**src/rtl/bcd_updown_counter_n.sv**
```systemverilog
// NDIG-digit BCD up/down counter with an inclusive, live upper limit. It either wraps or
// saturates at the terminals and drives cascadable carry/borrow strobes.
module bcd_updown_counter_n #(
  parameter int unsigned NDIG     = 2,
  parameter bit          SATURATE = 1'b0
) (
  input  logic              clk,
  input  logic              rst_n,
  input  logic              clear,
  input  logic              load,
  input  logic [4*NDIG-1:0] load_value,
  input  logic              en,
  input  logic              dir,
  input  logic [4*NDIG-1:0] limit,
  output logic [4*NDIG-1:0] value,
  output logic              carry,
  output logic              borrow,
  output logic              at_term
);

  localparam int unsigned W = 4 * NDIG;

  logic [W-1:0] value_q, value_d;
  logic [W-1:0] lim_s, ld_clamp, ld_fit;
  logic [W-1:0] inc_val, dec_val;
  logic         val_zero, val_ge_lim, val_gt_lim;
  logic         up_ev, dn_ev, quiet;

  // Force out-of-range digits to 9 on both the limit and the load value.
  always_comb begin
    lim_s    = limit;
    ld_clamp = load_value;
    for (int unsigned i = 0; i < NDIG; i++) begin
      if (limit[4*i +: 4] > 4'd9) begin
        lim_s[4*i +: 4] = 4'd9;
      end
      if (load_value[4*i +: 4] > 4'd9) begin
        ld_clamp[4*i +: 4] = 4'd9;
      end
    end
  end

  // All operands hold valid BCD digits here, so a plain binary compare orders them numerically.
  assign ld_fit     = (ld_clamp > lim_s) ? lim_s : ld_clamp;
  assign val_zero   = (value_q == {W{1'b0}});
  assign val_ge_lim = (value_q >= lim_s);
  assign val_gt_lim = (value_q > lim_s);

  // Increment with decimal ripple.
  always_comb begin
    logic cy;
    inc_val = value_q;
    cy      = 1'b1;
    for (int unsigned i = 0; i < NDIG; i++) begin
      if (cy) begin
        if (value_q[4*i +: 4] == 4'd9) begin
          inc_val[4*i +: 4] = 4'd0;
        end else begin
          inc_val[4*i +: 4] = value_q[4*i +: 4] + 4'd1;
          cy                = 1'b0;
        end
      end
    end
  end

  // Decrement with decimal borrow ripple.
  always_comb begin
    logic bw;
    dec_val = value_q;
    bw      = 1'b1;
    for (int unsigned i = 0; i < NDIG; i++) begin
      if (bw) begin
        if (value_q[4*i +: 4] == 4'd0) begin
          dec_val[4*i +: 4] = 4'd9;
        end else begin
          dec_val[4*i +: 4] = value_q[4*i +: 4] - 4'd1;
          bw                = 1'b0;
        end
      end
    end
  end

  always_comb begin
    value_d = value_q;
    if (clear) begin
      value_d = {W{1'b0}};
    end else if (load) begin
      value_d = ld_fit;
    end else if (en) begin
      if (dir) begin
        if (val_ge_lim) begin
          value_d = SATURATE ? lim_s : {W{1'b0}};
        end else begin
          value_d = inc_val;
        end
      end else begin
        if (val_zero) begin
          value_d = SATURATE ? {W{1'b0}} : lim_s;
        end else if (val_gt_lim) begin
          value_d = lim_s;
        end else begin
          value_d = dec_val;
        end
      end
    end
  end

  always_ff @(posedge clk or negedge rst_n) begin
    if (!rst_n) begin
      value_q <= {W{1'b0}};
    end else begin
      value_q <= value_d;
    end
  end

  // Strobes are masked during reset so a limit of 0 cannot fire carry while held in reset.
  assign quiet   = ~rst_n | clear | load;
  assign up_ev   = en & dir & val_ge_lim;
  assign dn_ev   = en & ~dir & val_zero;
  assign carry   = up_ev & ~quiet;
  assign borrow  = dn_ev & ~quiet;
  assign at_term = dir ? val_ge_lim : val_zero;
  assign value   = value_q;

endmodule

```
**config.mk**
```make
export PLATFORM = sky130hd
export DESIGN_NAME = bcd_updown_counter_n
export DESIGN_NICKNAME = d
export VERILOG_FILES = /design/src/rtl/bcd_updown_counter_n.sv
export SDC_FILE = /design/constraint.sdc
export NUM_CORES = 1
export LEC_CHECK = 0
export CORE_MARGIN = 2
export CORE_UTILIZATION = 47
export CTS_CLUSTER_SIZE = 8
export DETAILED_ROUTE_END_ITERATION = 10
export PLACE_DENSITY = 0.84
export SETUP_SLACK_MARGIN = 0.5
export SLEW_MARGIN = 20
export SYNTH_ARGS = -nofsm -noshare
export SYNTH_HDL_FRONTEND = slang
export SYNTH_SLANG_ARGS = --single-unit
export TNS_END_PERCENT = 20
```
**constraint.sdc**
```tcl
create_clock -name clk -period 2.2 [get_ports clk]
set_input_delay 0.44 -clock clk [delete_from_list [all_inputs] [get_ports clk]]
set_output_delay 0.44 -clock clk [all_outputs]
set_load 0.05 [all_outputs]
```
-- Word level (Yosys, flattened, before mapping)
Index checks and enable logic that the tools add are counted.
- flip-flop bits (word level): 8
- word-level logic and storage cells: 54
- input bits: 22
- output and inout bits: 11
- equal/unequal tests: 3
- reductions and logical operators: 6
- $lt $le $gt $ge: 7
- multiplexer cells: 21
- bitwise logic cells: 11
- $add $sub $neg: 4
- operators by type and width (operator ; number):
    2-to-1 mux 8 bit ; 8
    2-to-1 mux 4 bit ; 10
    > comparator 4 bit (second input constant) ; 4
    > comparator 8 bit ; 2
    adder 4 x 1 -> 4 bit (second input constant) ; 2
    == test 4 bit (second input constant) ; 2
    >= comparator 8 bit ; 1
    zero test 4 bit ; 2
    zero test 8 bit ; 1
    subtractor 4 x 1 -> 4 bit (second input constant) ; 2
    bitwise AND 1 bit ; 6
    nonzero test 6 bit ; 1
    != test 5 x 3 -> 1 bit (second input constant) ; 1
    2-to-1 mux 1 bit ; 3
    inverter 1 bit ; 3
    AND reduction 3 bit ; 1
    nonzero test 3 bit ; 1
    bitwise OR 1 bit ; 2

-- Logic depth before layout (Yosys ltp)
- depth after elaboration: 9
- gate-level depth with buffers: 12
- depth with buffers taken out: 11

-- Worst setup path after synthesis
No wires, ideal clock.
- path type: register to output
- start point: register value_q[0], in the netlist value[0]
- end point: output at_term
- required time: 1.760 ns
- slack: -0.824 ns
- buffers on the path: 0
- stages on the path, launching flop included: 6
- arrival: 2.584 ns
- path through: dfrtp_1 > inv_1 > ha_1 > nor3b_1 > nand2_1 > o21ai_0
- word-level cells in the longest chain between the ends: 2
- elaborated cells between the ends (all ways): 3
- those cells by class: order compare (1); mux (1); reduce/logical (1)
- ends and longest elaborated chain (item ; line ; text):
    from (decl) ; 23 ; logic [W-1:0] value_q, value_d;
    from (signal assigned) ; 110 ; value_q <= {W{1'b0}};
    from (signal assigned) ; 112 ; value_q <= value_d;
    >= comparator 8 bit / zero test 8 bit (equally long branches) ; 46, 45 ;
    2-to-1 mux 1 bit (*) ; 122 ; assign at_term = dir ? val_ge_lim : val_zero;
    to (decl) ; 18 ; output logic at_term
Every way passes the cells marked *; elsewhere a longest branch is shown, timed or not.

-- Worst setup path after layout
- start point: input limit[4]
- end point: output carry
- word-level cells in the longest chain between the ends: 5
- ends and longest elaborated chain (item ; line ; text):
    from (decl) ; 14 ; input logic [4*NDIG-1:0] limit,
    > comparator 4 bit ; 34 ; if (limit[4*i +: 4] > 4'd9) begin
    2-to-1 mux 4 bit (*) ; 34 ;
    >= comparator 8 bit (*) ; 46 ; assign val_ge_lim = (value_q >= lim_s);
    bitwise AND 1 bit (*) ; 118 ; assign up_ev = en & dir & val_ge_lim;
    bitwise AND 1 bit (*) ; 120 ; assign carry = up_ev & ~quiet;
    to (decl) ; 16 ; output logic carry,
Marks and branches as above.

==> results.toml <==
[die]
die_w_um = 61.6
dieArea_sq_um = 3790
io_pins = 33
die_y_um = 61.6
rows = 20
initial_utilization_pct = 50.2
core_area_sq_um = 3100

[setup_path]
crit_fanout = 2
critPathArrivalTime_ps = 2100
cp_cell_sequence = "buf_2, nand2b_4, buf_12, clkinv_8, ha_4, nand4_1, a31o_2, and2_4, nand2b_4, nor2_4, buf_12"
worst-setup-path-type = "input port to output pin"
start_kind = "input port"
crit_buf_inv = 4
max_stage_delay_ps = 280
cp_slowest_cell = "a31o_2"
crit_required_ps = 1760
critPathCaptureType = "output pin"
cp_top_family = "simple AND/OR/NAND/NOR gates"

[drt]
routed_wl_mm = 7.96
avgViaCountPerCell = 6.72
vias = 2266
wl_per_cell_um = 23.6
dr.pass1.iters = 5
drc = 0
drtIter0Drc = 184
drtAntennaViolNets = 0

[cts]
hold_buffers = 0
cts_num_sinks = 8
ctsRootBufferMaster = "clkbuf_4"
cts_tree = "yes"
clockBufferDepth = 2
cts.clk_slew.worst_paths_ps = 70
clkLatencyLatePin_ps = 270
numCtsBuffers = 3
htreeDepth = 1

[timing]
fmax_ghz = 0.394
fin_ws_ps = -340
finalCritPeriodShare_pct = 115
tightest_slew_ps = 427
setup_viol = 11
rsz0062_at_grt = "yes"
finalMaxSlewViolations = 0
fin_skew_ps = 9.20
finalCriticalPeriod_ps = 2540
hold_violations = 0
finalSetupTns_ps = -2700
relSlewSlack_pct = 71.3

[layout]
final_util_pct = 92.0
area_delta_synth_final_pct = 83.3
fill_cells = 123
largest_reg_flops = 8
diodes = 0
fin_area_sq_um = 2860
drive_gt1_share_pct = 53.2
nets = 339

[grt]
grt_pass1_wl_mm = 9.28
grt_pass1_vias = 2053
antenna_found_initial = 0
grt_usage_pct = 33.1
overflow = 0
grt_max_degree = 26

[synth]
synthTopCellsByCount = "22 x ha_1, 14 x inv_1, 13 x nand2_1, 13 x nor2_1, 12 x a21oi_1"
synth_top_area_share_pct = 17.7
syn_nets = 239
synth.most_common_cell = "ha_1"
netlist_area_sq_um = 1560
avgSynthCellArea_sq_um = 7.99
ys_top_cells_by_area = "ha_1 18%, dfrtp_1 13%, mux2i_1 5.8%"
synth_top_area_cell = "ha_1"
synth.distinct_cells = 56
ys_ff_latch = 8
yosysSeqAreaShare_pct = 12.9
yosysWarnings = 0
synthCells = 195
async_flop_share_pct = 100
synth_edf_count = 0
synth_flop_cell = "dfrtp_1"

[hold_path]
hold_path.class = "input port to async pin"

[power]
power.leakage_nw = 1.32
powerDensity_nw_per_um2 = 518
total_power_mw = 1.48
ir_worst_vdd_mv = 0.378

[placed_design]
dpl.hpwl_mm = 3.45
place_congestion = 0.871
preCtsSetupSlack_ps = -832
place_area_sq_um = 2250
io_buffers = 32

[outcome]
status = "complete, but fails checks"
violations = "setup timing"

[job]
max_cap_viol_count = 0
==> per-layer routing <==
metal  global-route usage [%]  wire length [um]  up-vias
met5                        0                 0        -
met4                     13.4               647        0
met3                     4.83               589       74
met2                     62.1              3900      176
met1                     36.8              2820     1082
li1                         -                 -      934
==> worst register-to-register path: cells and delay by family, from the launching register on <==
| family | cells | cell delay, ps |
|---|---|---|
| AO/OA/AOI/OAI | 5 | 1110 |
| flip-flops | 1 | 410 |
| adder cells (fa/ha/maj) | 1 | 340 |
| AND/OR/NAND/NOR | 2 | 330 |
| buffers and inverters | 1 | 180 |
==> where the power goes <==
group | internal, mW | total (mW) | switching, mW
Combinational | 0.545 | 1.16 | 0.611
Clock | 0.0633 | 0.131 | 0.0674
Sequential | 0.170 | 0.193 | 0.0225
==> cells in the final DEF, fill, tap and decap left out, types with 3 or more instances in the layout <==
cell,count
a21oi_1,10
ha_4,6
dfrtp_2,8
clkbuf_4,3
inv_2,3
clkdlybuf4s15_2,7
o21ai_1,3
mux2i_1,9
nor2_1,10
nand3_1,6
nor3_1,5
buf_4,63
ha_1,15
and3_1,3
inv_1,8
clkdlybuf4s50_1,7
nand2b_1,3
buf_12,5
nand4_1,4
nand2_1,9
buf_8,3
nand2_2,3
nor2b_1,5
buf_6,9
nand2b_4,3
dlymetal6s2s_1,5
==> stage by stage <==
step | hold WS, ps | instances
after CTS | 523 | 329
after detailed placement | 645 | 304
after floorplan | 144 | 195
after global routing | 538 | 337
after global placement | 641 | 304
final | 542 | 337
==> cell type report <==
type,count,area (sq um),share of cell area (%)
clock buffer,3,22.5,0.789
inverter,14,70.1,2.45
multi-input combinational,165,1540,53.9
sequential,8,210,7.36
tap,44,55.1,1.93
timing repair buffer,103,960,33.6
==> repair_timing <==
action / CTS / global route
gates resized for setup: 98 / 45
pin swaps: 19 / 21
gates cloned: 1 / 1
setup endpoints to repair: 19 / 12
buffers inserted: 21 / 7
==> path summary, 6_finish.rpt <==
path | start | to | slack, ps | cells past startpoint
worst max-delay path | limit[4] | carry | -340 | 11
worst min-delay path | rst_n | value[0]$_DFFE_PN0P_ | 540 | 2
worst max register to register | value[7]$_DFFE_PN0P_ | value[5]$_DFFE_PN0P_ | -280 | 9
worst min register to register | value[6]$_DFFE_PN0P_ | value[6]$_DFFE_PN0P_ | 690 | 2
max in group asynchronous | rst_n | value[6]$_DFFE_PN0P_ | 1490 | 2
min in group clk | value[6]$_DFFE_PN0P_ | value[6]$_DFFE_PN0P_ | 690 | 2
==> cells by family after synthesis <==
| logic type | count (synthesis) | share of synthesized area, % |
|---|---|---|
| buffers and inverters | 24 | 9.56 |
| adders and majority gates | 22 | 17.7 |
| muxes | 10 | 6.51 |
| and+or+nand+nor | 74 | 25.7 |
| DFF | 8 | 12.9 |
| AOI/OAI and AO/OA | 55 | 26.6 |
| xor gates and xnor gates | 2 | 1.12 |
Note: power is estimated with default switching activity, not from simulation.
